--- config.mk ---
export PLATFORM = sky130hd
export DESIGN_NAME = spla_res39_onset_enum
export DESIGN_NICKNAME = d
export VERILOG_FILES = /design/src/rtl/spla_res39_onset_enum.sv
export SDC_FILE = /design/constraint.sdc
export NUM_CORES = 1
export LEC_CHECK = 0
export ABC_AREA = 1
export BUFFER_PORTS_ARGS = -buffer_cell sky130_fd_sc_hd__buf_2
export CAP_MARGIN = 20
export CORE_ASPECT_RATIO = 1.2
export CORE_UTILIZATION = 52
export CTS_CLUSTER_SIZE = 28
export DETAILED_ROUTE_END_ITERATION = 7
export PLACE_DENSITY = 0.76
export SYNTH_ARGS = -nofsm -noshare
export SYNTH_HDL_FRONTEND = slang
export SYNTH_SLANG_ARGS = --single-unit
export TNS_END_PERCENT = 50
--- constraint.sdc ---
create_clock -name clk -period 1.5 [get_ports clk]
set_input_delay 0.075 -clock clk [delete_from_list [all_inputs] [get_ports clk]]
set_output_delay 0.075 -clock clk [all_outputs]
set_load 0.01 [all_outputs]
--- src/rtl/spla_res39_onset_enum.sv ---
`default_nettype none
// ============================================================================
// Module      : spla_res39_onset_enum
// Description : Sequential on-set enumerator for the 13-input spla
//               restriction-39 function
//                 y0 = ~x0&~x1&~x2&~x3&x4&x5&x6&~x7&x8&((x9&x10)|(x11&x12))
//               Scans input indices RANGE_LO..RANGE_HI in ascending order,
//               one index per cycle, and streams every index with y0=1 over
//               a valid/ready handshake. Also counts the accepted vectors.
//               Vector bit i carries xi.
// Ports       : clk        rising-edge clock
//               rst_n      asynchronous active-low reset
//               start      pulse, begins a scan from IDLE or DONE
//               abort      forces a return to IDLE (highest priority)
//               out_valid  out_vec holds an on-set vector
//               out_ready  consumer accepts out_vec on out_valid&out_ready
//               out_vec    on-set vector, bit i = xi
//               hit_count  vectors accepted since the last start (saturating)
//               busy       scan in progress (SCAN or HOLD)
//               done       level, high in DONE until the next start/abort
// Revision    : 1.0 - initial release
// ============================================================================
module spla_res39_onset_enum #(
  parameter logic [12:0] RANGE_LO = 13'h0000,
  parameter logic [12:0] RANGE_HI = 13'h1FFF,
  parameter int          COUNT_W  = 14
) (
  input  logic               clk,
  input  logic               rst_n,
  input  logic               start,
  input  logic               abort,
  output logic               out_valid,
  input  logic               out_ready,
  output logic [12:0]        out_vec,
  output logic [COUNT_W-1:0] hit_count,
  output logic               busy,
  output logic               done
);

  // --------------------------------------------------------------------------
  // State encoding
  // --------------------------------------------------------------------------
  localparam logic [1:0] c_IDLE = 2'd0;
  localparam logic [1:0] c_SCAN = 2'd1;
  localparam logic [1:0] c_HOLD = 2'd2;
  localparam logic [1:0] c_DONE = 2'd3;

  localparam logic [COUNT_W-1:0] c_HIT_MAX = '1;

  logic [1:0]         state_q;
  logic [1:0]         state_d;
  logic [12:0]        idx_q;
  logic [12:0]        out_vec_q;
  logic               out_valid_q;
  logic               last_q;
  logic [COUNT_W-1:0] hit_count_q;

  logic               w_hit;
  logic               w_at_hi;
  logic               w_xfer;

  // --------------------------------------------------------------------------
  // Function under enumeration, evaluated on the current scan index
  // --------------------------------------------------------------------------
  assign w_hit = ~idx_q[0] & ~idx_q[1] & ~idx_q[2] & ~idx_q[3] &
                  idx_q[4] &  idx_q[5] &  idx_q[6] & ~idx_q[7] &
                  idx_q[8] & ((idx_q[9] & idx_q[10]) | (idx_q[11] & idx_q[12]));

  // The index never steps past RANGE_HI, so RANGE_HI = 13'h1FFF cannot wrap
  // back to zero; termination is decided by this compare and the last flag.
  assign w_at_hi = (idx_q == RANGE_HI);

  // Handshake uses the registered valid only, so out_ready never reaches
  // out_valid combinationally.
  assign w_xfer  = out_valid_q & out_ready;

  // --------------------------------------------------------------------------
  // State register
  // --------------------------------------------------------------------------
  always_ff @(posedge clk or negedge rst_n) begin
    if (!rst_n) begin
      state_q <= c_IDLE;
    end else begin
      state_q <= state_d;
    end
  end

  // --------------------------------------------------------------------------
  // Next-state logic; abort overrides start and the handshake
  // --------------------------------------------------------------------------
  always_comb begin
    state_d = state_q;
    if (abort) begin
      state_d = c_IDLE;
    end else begin
      case (state_q)
        c_IDLE, c_DONE: begin
          if (start) begin
            state_d = c_SCAN;
          end
        end
        c_SCAN: begin
          if (w_hit) begin
            state_d = c_HOLD;
          end else if (w_at_hi) begin
            state_d = c_DONE;
          end
        end
        c_HOLD: begin
          if (w_xfer) begin
            state_d = last_q ? c_DONE : c_SCAN;
          end
        end
        default: state_d = c_IDLE;
      endcase
    end
  end

  // --------------------------------------------------------------------------
  // Datapath registers: scan index, presented vector, last flag, hit counter
  // --------------------------------------------------------------------------
  always_ff @(posedge clk or negedge rst_n) begin
    if (!rst_n) begin
      idx_q       <= RANGE_LO;
      out_vec_q   <= 13'h0000;
      out_valid_q <= 1'b0;
      last_q      <= 1'b0;
      hit_count_q <= '0;
    end else if (abort) begin
      // idx and hit_count are kept; a vector in flight is dropped uncounted.
      out_valid_q <= 1'b0;
    end else begin
      case (state_q)
        c_IDLE, c_DONE: begin
          if (start) begin
            idx_q       <= RANGE_LO;
            hit_count_q <= '0;
            last_q      <= 1'b0;
          end
        end
        c_SCAN: begin
          if (w_hit) begin
            out_vec_q   <= idx_q;
            out_valid_q <= 1'b1;
            last_q      <= w_at_hi;
          end
          if (!w_at_hi) begin
            idx_q <= idx_q + 13'd1;
          end
        end
        c_HOLD: begin
          if (w_xfer) begin
            out_valid_q <= 1'b0;
            if (hit_count_q != c_HIT_MAX) begin
              hit_count_q <= hit_count_q + 1'b1;
            end
          end
        end
        default: begin
          out_valid_q <= 1'b0;
        end
      endcase
    end
  end

  // --------------------------------------------------------------------------
  // Outputs
  // --------------------------------------------------------------------------
  always_comb begin
    busy = (state_q == c_SCAN) || (state_q == c_HOLD);
    done = (state_q == c_DONE);
  end

  assign out_valid = out_valid_q;
  assign out_vec   = out_vec_q;
  assign hit_count = hit_count_q;

endmodule
`default_nettype wire
==> results of run 1 <==
==> through the flow <==
stage / total power [mW] / utilization [%] / worst slack [ps]
after floorplan: 2.35 / - / -74.1
after global placement: 2.94 / 68.3 / -131
after detailed placement: 2.97 / 68.3 / -229
after CTS: 4.32 / 74.2 / -182
after global routing: 4.85 / 77.0 / -330
final: 4.62 / 77.0 / -273
==> power breakdown <==
part | internal, mW | total [mW] | switching, mW
logic | 0.979 | 2.27 | 1.29
clock network | 0.502 | 0.966 | 0.463
registers | 1.28 | 1.38 | 0.0977
==> worst max-delay path, stage by stage (launching register included) <==
cell and delay [ps]:
dfrtp_1 410, inv_2 60, ha_4 270, inv_4 40
buf_6 110, a21oi_4 130, nand3_2 120, nor2_4 220
buf_12 140, inv_8 50, nand2_2 60, o21ai_2 50
==> layout make-up <==
type                       instances  area (um2)  area share (%)
multi-input combinational        256        1420            40.2
sequential                        44        1100            31.1
timing repair buffer              97         704            19.9
inverter                          29         119            3.36
tap                               58        72.6            2.05
clock buffer                       5        68.8            1.94
clock inverter                     3        46.3            1.31
timing repair inverter             1        3.75           0.106
==> logic make-up after synthesis <==
logic type	after synthesis
adder cells (fa/ha/maj)	6
buffers and inverters	37
AND/OR/NAND/NOR	209
XOR/XNOR	12
AO/OA/AOI/OAI	28
flip-flops	44
==> worst max-delay path by stage <==
| stage | cells after the start | slack, ps | start | to |
|---|---|---|---|---|
| global route | 10 | -330 | state_q[0]$_DFFE_PN0P_ | hit_count[7]$_DFFE_PN0P_ |
| detailed placement | 9 | -230 | state_q[0]$_DFFE_PN0P_ | hit_count[9]$_DFFE_PN0P_ |
| global placement | 9 | -130 | state_q[0]$_DFFE_PN0P_ | hit_count[4]$_DFFE_PN0P_ |
| floorplan | 8 | -70 | state_q[1]$_DFFE_PN0P_ | idx_q[6]$_DFFE_PN0P_ |
| CTS | 10 | -180 | state_q[0]$_DFFE_PN0P_ | hit_count[4]$_DFFE_PN0P_ |
| finish | 11 | -270 | state_q[0]$_DFFE_PN0P_ | hit_count[9]$_DFFE_PN0P_ |
==> timing repair <==
item	in CTS	in global routing
endpoints found under the hold margin	18	0
pin swaps	3	8
endpoints found under the setup margin	40	43
gates resized for setup	30	33
cloned	3	1
hold buffers	1	0
setup buffers	4	2
==> state kept, by name, indices dropped and copies added (netlist names) <==
signal     count
out_vec       13
idx_q         13
hit_count     14
last_q         1
state_q        2
out_valid      1
==> layout by cell type (no fill, tap or decap), types with 2 or more instances in the layout <==
cell | Yosys | routed
buf_4 | 1 | 52
ha_1 | 6 | 4
xor2_1 | 9 | 9
inv_2 | 2 | 7
nor2_2 | 3 | 5
o21bai_1 | 4 | 4
o21ai_1 | 1 | 4
buf_12 | 0 | 2
nand4_1 | 12 | 12
a21oi_1 | 4 | 3
inv_1 | 27 | 21
or2_2 | 5 | 5
nand3_2 | 0 | 11
nand2_4 | 0 | 6
o21ai_0 | 15 | 9
o21ai_2 | 2 | 5
dfrtp_1 | 44 | 44
xnor2_1 | 3 | 3
nor2_1 | 41 | 38
clkbuf_8 | 0 | 5
buf_2 | 2 | 34
buf_6 | 2 | 7
nand3_1 | 37 | 26
nand2_1 | 107 | 94
nand2_2 | 0 | 8
nor2_4 | 1 | 2
==> per-layer routing <==
| metal | global-route usage, % | vias up | share of wire, % |
|---|---|---|---|
| li1 | - | 1281 | - |
| met1 | 37.2 | 1273 | 41 |
| met2 | 51.0 | 96 | 50 |
| met3 | 5.52 | 26 | 4.7 |
| met4 | 15.2 | 0 | 3.5 |
| met5 | 0 | - | 0 |
==> impl_metrics.ini, run 1 <==
[grt]
grt_usage_pct = 30.5
grt_pass1_vias = 2645
gr-total-overflow = 0
grt_max_degree = 27
grt_pass1_wl_um = 12000
antenna_found_initial = 0

[hold_path]
min_path_cells = 6
hold_start = out_ready
hp-class = in -> reg
hold_end = out_valid$_DFFE_PN0P_

[sta]
finalSetupViolCount = 37
rsz0062_at_grt = yes
setup_tns_ps = -5910
fin_skew_ps = 6.09
worst_pin_slew_ps = 499
max_freq_mhz = 564
fin_ws_ps = -273
hold_viol = 0
min_period_ps = 1770
max_slew_margin_pct = 66.7
period_share_pct = 118
holdWs_ps = 238
slew_violations = 0

[floorplan]
die-width_um = 65.4
num_rows = 27
pin_count = 35
dieArea_um2 = 5100
start_util_pct = 54.5
coreArea_um2 = 4590
die_h_um = 78.0

[clocking]
cts_sinks = 44
cts_tree = yes
cts-buffers-inserted = 5
clock_path_buffers = 2
cts_root_buf = clkbuf_8
clock_latency_ps = 310
htree_levels = 2
path_clk_slew_ps = 90

[drt]
wl_per_cell_um = 14.8
ant_nets = 0
drt_iter0_drc = 240
vias_per_cell = 5.43
drc = 0
vias = 2676
first_pass_iters = 4
wl_um = 7310

[synth]
yosys-top-cells-count = nand2_1 (107), dfrtp_1 (44), nor2_1 (41), nand3_1 (37), inv_1 (27)
syn_inst = 336
avgSynthCellArea_um2 = 7.46
synth_fp_nets = 347
ys_seq_area_share_pct = 44.0
synth.area.top_cells = dfrtp_1 (44%), nand2_1 (16%), nand3_1 (7.4%)
synthesis.area_um2 = 2500
yosysMostFrequentCell = nand2_1
postSynth.asyncResetShare_pct = 100
synthXorXnorAreaFrac_pct = 4.20
synth_compound_area_share_pct = 6.54
synth_edf_count = 0
ys_seq_elements = 44
ys.flop_type = dfrtp_1
yosysTopAreaCellShare_pct = 44.0
post_synth_mux_area_share_pct = 0
synthSimpleGateAreaFrac_pct = 35.9
synth-adder-area-share_pct = 3.00
synth.distinct_cells = 27
yosys_warnings = 0
post-synth-top-area-cell = dfrtp_1
synth_top_family_by_area = simple AND/OR/NAND/NOR gates

[power_and_ir_drop]
p_leak_nw = 1.75
pwr_density_cell_nw_per_um2 = 1300
vdd_drop_max_mv = 1.11

[flow_run]
max_cap_violations = 0

[place]
placedCellCount = 474
port_buffers = 34
dp_hpwl_um = 4560
gp_congestion = 1.01
dpl-instance-area_um2 = 3140

[worst_setup_path]
r2r_end = hit_count[9]$_DFFE_PN0P_
setup.worst_path.start_class = flip-flop
criticalPathCategory = reg -> reg
path_max_fanout = 8
reg2reg_depth = 11
worst-endpoint-required_ps = 1710
r2r_start = state_q[0]$_DFFE_PN0P_
arrival_ps = 1980
reg2reg_slack_ps = -270
endpoint_kind = flip-flop

[cells_and_area]
instances_no_fill = 493
nFillCells = 309
finalNetCount = 445
final_area_um2 = 3540
drive_gt1_share_pct = 36.8
area_growth_syn_to_layout_pct = 41.3
n_antenna_cell = 0

[outcome]
outcome = complete, but fails checks
failed_checks = negative setup slack
Note: power is estimated with default switching activity, not from simulation.
==> run 2: changes to the inputs <==
--- a/config.mk
+++ b/config.mk
@@ -8,11 +8,13 @@
 export ABC_AREA = 1
 export BUFFER_PORTS_ARGS = -buffer_cell sky130_fd_sc_hd__buf_2
 export CAP_MARGIN = 20
+export CELL_PAD_IN_SITES_DETAIL_PLACEMENT = 0
+export CELL_PAD_IN_SITES_GLOBAL_PLACEMENT = 1
 export CORE_ASPECT_RATIO = 1.2
-export CORE_UTILIZATION = 52
+export CORE_UTILIZATION = 37
 export CTS_CLUSTER_SIZE = 28
 export DETAILED_ROUTE_END_ITERATION = 7
-export PLACE_DENSITY = 0.76
+export PLACE_DENSITY_LB_ADDON = 0.1
 export SYNTH_ARGS = -nofsm -noshare
 export SYNTH_HDL_FRONTEND = slang
 export SYNTH_SLANG_ARGS = --single-unit
==> impl_metrics.ini, run 2 (same netlist as run 1, synthesis figures left out) <==
[cells_and_area]
instances_no_fill = 511
n_antenna_cell = 0
largest_reg_flops = 14
drive_gt1_share_pct = 31.9
final_common_cell = nand2_1
nFillCells = 680
final_cell_mix = nand2_1 (102), buf_4 (49), dfrtp_1 (44), nor2_1 (38), buf_2 (34)
area_growth_syn_to_layout_pct = 35.6
finalNetCount = 436
fin_util_pct = 52.4

[worst_setup_path]
arrival_ps = 1770
worst-endpoint-required_ps = 1690
criticalPathCategory = reg -> reg
setup.worst_path.start_class = flip-flop
path_max_fanout = 12
endpoint_kind = flip-flop

[grt]
antenna_found_initial = 0
grt_usage_pct = 19.6
grt_pass1_wl_um = 11000
gr-total-overflow = 0
grt_max_degree = 20
grt_pass1_vias = 2332

[clocking]
cts-buffers-inserted = 5
clock_latency_ps = 290
cts_sinks = 44
cts_tree = yes
htree_levels = 2
cts_root_buf = clkbuf_8
clock_path_buffers = 2
path_clk_slew_ps = 90

[power_and_ir_drop]
p_leak_nw = 1.67
pwr_density_cell_nw_per_um2 = 1180
vdd_drop_max_mv = 0.630

[drt]
wl_per_cell_um = 12.6
drc = 0
vias = 2404
drt_iter0_drc = 63
vias_per_cell = 4.70
ant_nets = 0
first_pass_iters = 4
wl_um = 6420

[place]
port_buffers = 34
dp_hpwl_um = 4930
placedCellCount = 499
gp_congestion = 0.813

[sta]
max_slew_margin_pct = 68.4
setup_tns_ps = -1380
period_share_pct = 106
min_period_ps = 1590
slew_violations = 0
max_freq_mhz = 630
hold_viol = 0
rsz0062_at_grt = yes
fin_skew_ps = 8.57
finalSetupViolCount = 30
worst_pin_slew_ps = 474
fin_ws_ps = -88.4
holdWs_ps = 176

[floorplan]
dieArea_um2 = 7100
pin_count = 35
die_h_um = 92.1
die-width_um = 77.1
num_rows = 32
start_util_pct = 38.6
coreArea_um2 = 6490

[flow_run]
max_cap_violations = 0

[outcome]
outcome = complete, but fails checks
failed_checks = negative setup slack

[hold_path]
hp-class = in -> reg
run 2: worst paths after layout:
check | startpoint | to | slack [ps] | cells after the start
worst max-delay path | state_q[1]$_DFFE_PN0P_ | idx_q[2]$_DFFE_PN0P_ | -90 | 8
worst min-delay path | out_ready | out_valid$_DFFE_PN0P_ | 180 | 6
worst max register to register | state_q[1]$_DFFE_PN0P_ | idx_q[2]$_DFFE_PN0P_ | -90 | 8
worst min register to register | out_vec[4]$_DFFE_PN0P_ | out_vec[4]$_DFFE_PN0P_ | 460 | 1
max in group asynchronous | rst_n | out_vec[3]$_DFFE_PN0P_ | 600 | 3
min in group asynchronous | rst_n | hit_count[0]$_DFFE_PN0P_ | 280 | 2
run 2: layout make-up:
class	count	area (um2)	share of cell area [%]
inverters	29	121	3.57
flip-flops and latches	44	1100	32.4
clock inverters	1	7.51	0.221
multi-input cells	255	1350	39.9
clock buffers	7	86.3	2.54
repair buffers	90	619	18.2
well taps	85	106	3.13
run 2: repair_timing:
action                     4_1_cts  5_1_grt
gates resized for setup         24       20
setup buffers                    2        0
hold endpoints to repair        17        0
gates cloned                     1        0
hold buffers                     1        0
pin swaps                        3        5
setup endpoints to repair       35       44
run 2: power by group:
| group | switching (mW) | leakage [nW] | internal [mW] | total [mW] |
|---|---|---|---|---|
| logic | 1.05 | 1.03 | 0.788 | 1.83 |
| registers | 0.104 | 0.592 | 1.28 | 1.38 |
| clock network | 0.414 | 0.0445 | 0.375 | 0.789 |
| total | 1.57 | 1.67 | 2.44 | 4.01 |
run 2: per-layer routing:
| metal | routed length (um) | track usage (%) | part of all wire [%] |
|---|---|---|---|
| met5 | 0 | 0 | 0 |
| met4 | 46 | 4.72 | 0.72 |
| met3 | 104 | 2.69 | 1.6 |
| met2 | 3500 | 37.0 | 55 |
| met1 | 2770 | 23.0 | 43 |
run 2: critical path: stages, from the launching register on:
cell	delay, ps
dfrtp_1	430
ha_4	260
inv_4	70
nor2_2	50
nor3_4	240
nand2_2	130
buf_8	170
nand3_1	80
nand2_1	50
run 2: per-stage QoR:
stage                     instance area [um2]  setup WS [ps]  total power, mW
after floorplan                          2540          -74.1             2.35
after global placement                   3150           -152             2.96
after detailed placement                 3150           -187             2.97
after CTS                                3330           -101             3.96
after global routing                     3400           -210             4.31
final                                    3400          -88.4             4.01
==> run 3: changes to the inputs <==
--- a/config.mk
+++ b/config.mk
@@ -11,10 +11,11 @@
 export CELL_PAD_IN_SITES_DETAIL_PLACEMENT = 0
 export CELL_PAD_IN_SITES_GLOBAL_PLACEMENT = 1
 export CORE_ASPECT_RATIO = 1.2
-export CORE_UTILIZATION = 37
+export CORE_UTILIZATION = 45
 export CTS_CLUSTER_SIZE = 28
 export DETAILED_ROUTE_END_ITERATION = 7
 export PLACE_DENSITY_LB_ADDON = 0.1
+export REMOVE_ABC_BUFFERS = 1
 export SYNTH_ARGS = -nofsm -noshare
 export SYNTH_HDL_FRONTEND = slang
 export SYNTH_SLANG_ARGS = --single-unit
==> constraint.sdc (replaced) <==
create_clock -name clk -period 2 [get_ports clk]
set_input_delay 0.1 -clock clk [delete_from_list [all_inputs] [get_ports clk]]
set_output_delay 0.1 -clock clk [all_outputs]
set_load 0.005 [all_outputs]
==> impl_metrics.ini, run 3 (same netlist as run 1, synthesis figures left out) <==
[floorplan]
num_rows = 29
die-width_um = 70.1
start_util_pct = 47.0
die_h_um = 83.7
coreArea_um2 = 5330
dieArea_um2 = 5870
pin_count = 35

[cells_and_area]
nFillCells = 545
final_cell_mix = nand2_1 (106), dfrtp_1 (44), nor2_1 (41), nand3_1 (37), buf_2 (34)
final_common_cell = nand2_1
drive_gt1_share_pct = 18.1
finalNetCount = 391
area_growth_syn_to_layout_pct = 16.3
final_area_um2 = 2910
largest_reg_flops = 14
n_antenna_cell = 0

[worst_setup_path]
cpLargestDelayFamily = simple AND/OR/NAND/NOR gates
arrival_ps = 1950
path_max_fanout = 15
criticalPathCategory = reg -> reg
cp-endpoint = hit_count[8]$_DFFE_PN0P_
cpPeakStageDelay_ps = 400
worst_path_most_repeated_cell = inv_1
cp.buffers_inverters = 3
setup.worst_path.start_class = flip-flop
worst-endpoint-required_ps = 2180
r2r_end = hit_count[8]$_DFFE_PN0P_
r2r_start = state_q[0]$_DFFE_PN0P_
startpoint = state_q[0]$_DFFE_PN0P_
slowest_stage = dfrtp_1
cp_cell_sequence = inv_1 > ha_2 > inv_1 > or2_2 > nand3_1 > nor2_4 > inv_2 > o21ai_0
endpoint_kind = flip-flop
reg2reg_depth = 8
reg2reg_slack_ps = 230
worstSetupPathDepth = 8

[power_and_ir_drop]
p_seq_share_pct = 39.7
pwr_density_cell_nw_per_um2 = 909
p_int_mw = 1.63
vdd_drop_max_mv = 0.762
pwr-share-comb_pct = 33.7
p_leak_nw = 1.44
p_clk_share_pct = 26.6
sw_frac_of_total_pct = 38.4
p_switching_mw = 1.02
p_total_mw = 2.65

[clocking]
cts-buffers-inserted = 5
clock_latency_ps = 300
cts_tree = yes
htree_levels = 2
clock_path_buffers = 2
path_clk_slew_ps = 90
cts_sinks = 44
cts_root_buf = clkbuf_8
cts_setup_buffers = 0

[drt]
drt_iter0_drc = 90
vias = 2237
vias_per_cell = 5.05
first_pass_iters = 4
wl_um = 5820
drc = 0
ant_nets = 0
wl_per_cell_um = 13.1

[sta]
rsz0062_at_grt = no
period_share_pct = 88.7
max_freq_mhz = 564
hold_viol = 0
fin_ws_ps = 227
setup_tns_ps = 0
max_slew_margin_pct = 61.7
worst_pin_slew_ps = 574
holdWs_ps = 206
finalSetupViolCount = 0
slew_violations = 0
fin_skew_ps = 15.4
min_period_ps = 1770

[grt]
grt_max_degree = 45
grt_pass1_vias = 2279
antenna_found_initial = 0
gr-total-overflow = 0
grt_usage_pct = 22.4
grt_pass1_wl_um = 10500

[outcome]
outcome = complete, no violations

[place]
port_buffers = 34
place_ws_ps = 65.4
gp_congestion = 0.817
dp_hpwl_um = 4220
dpl-instance-area_um2 = 2780

[hold_path]
hp-class = in -> reg

[flow_run]
max_cap_violations = 0
==> run 3: cell count changes in the layout (fill, tap and decap cells not counted), moves of 5 or more <==
cell	before	now
buf_4	49	10
buf_6	5	0
nand3_1	29	37
nand3_2	7	0
o21ai_0	7	15
o21ai_1	8	1
==> run 3: timing repair <==
action | 4_1_cts | 5_1_grt
resized for setup | 0 | 3
setup endpoints to repair | 0 | 12
hold buffers | 1 | 0
endpoints found under the hold margin | 44 | 0
==> run 3: worst min-delay path by stage <==
stage	from	cells after the start	endpoint
final	out_ready	6	out_valid$_DFFE_PN0P_
after global routing	out_ready	6	out_valid$_DFFE_PN0P_
after CTS	abort	3	last_q$_DFFE_PN0P_
after detailed placement	rst_n	2	hit_count[1]$_DFFE_PN0P_
after global placement	rst_n	2	out_vec[7]$_DFFE_PN0P_
after floorplan	rst_n	0	hit_count[0]$_DFFE_PN0P_
==> run 3: worst min-delay path: stages <==
cell and delay, ps:
buf_2 80, a21oi_1 50, nand2_1 60, nand3_1 70, nand2_1 60, nand2_1 50
==> run 3: power groups by stage <==
| stage | logic, mW | clock network, mW | registers (mW) |
|---|---|---|---|
| 6_report | 0.894 | 0.705 | 1.05 |
| 5_1_grt | 1.03 | 0.761 | 1.06 |
| 4_1_cts | 0.889 | 0.731 | 1.05 |
| 3_5_place_dp | 0.881 | 0 | 1.07 |
| 3_3_place_gp | 0.882 | 0 | 1.07 |
| 2_1_floorplan | 0.540 | 0 | 1.05 |
==> run 3: area by class of cell <==
cell class                 count  area, um2  area share (%)
inverter                      29        109            3.74
multi-input combinational    255       1250            43.1
clock buffer                   5       68.8            2.36
sequential                    44       1100            37.8
timing repair buffer          45        255            8.76
tap                           62       77.6            2.66
clock inverter                 3       47.5            1.63
==> run 3: stage by stage <==
stage,utilization [%],instances
2_1_floorplan,-,328
5_1_grt,54.6,443
4_1_cts,54.4,443
6_report,54.6,443
3_5_place_dp,52.1,434
3_3_place_gp,52.1,434
==> run 3: per-layer routing <==
layer	global-route usage (%)	vias to the layer above	wire length, um
met5	0	-	0
met1	26.3	1024	2510
met2	40.8	35	3050
met3	3.62	10	166
met4	7.64	0	100
li1	-	1168	-
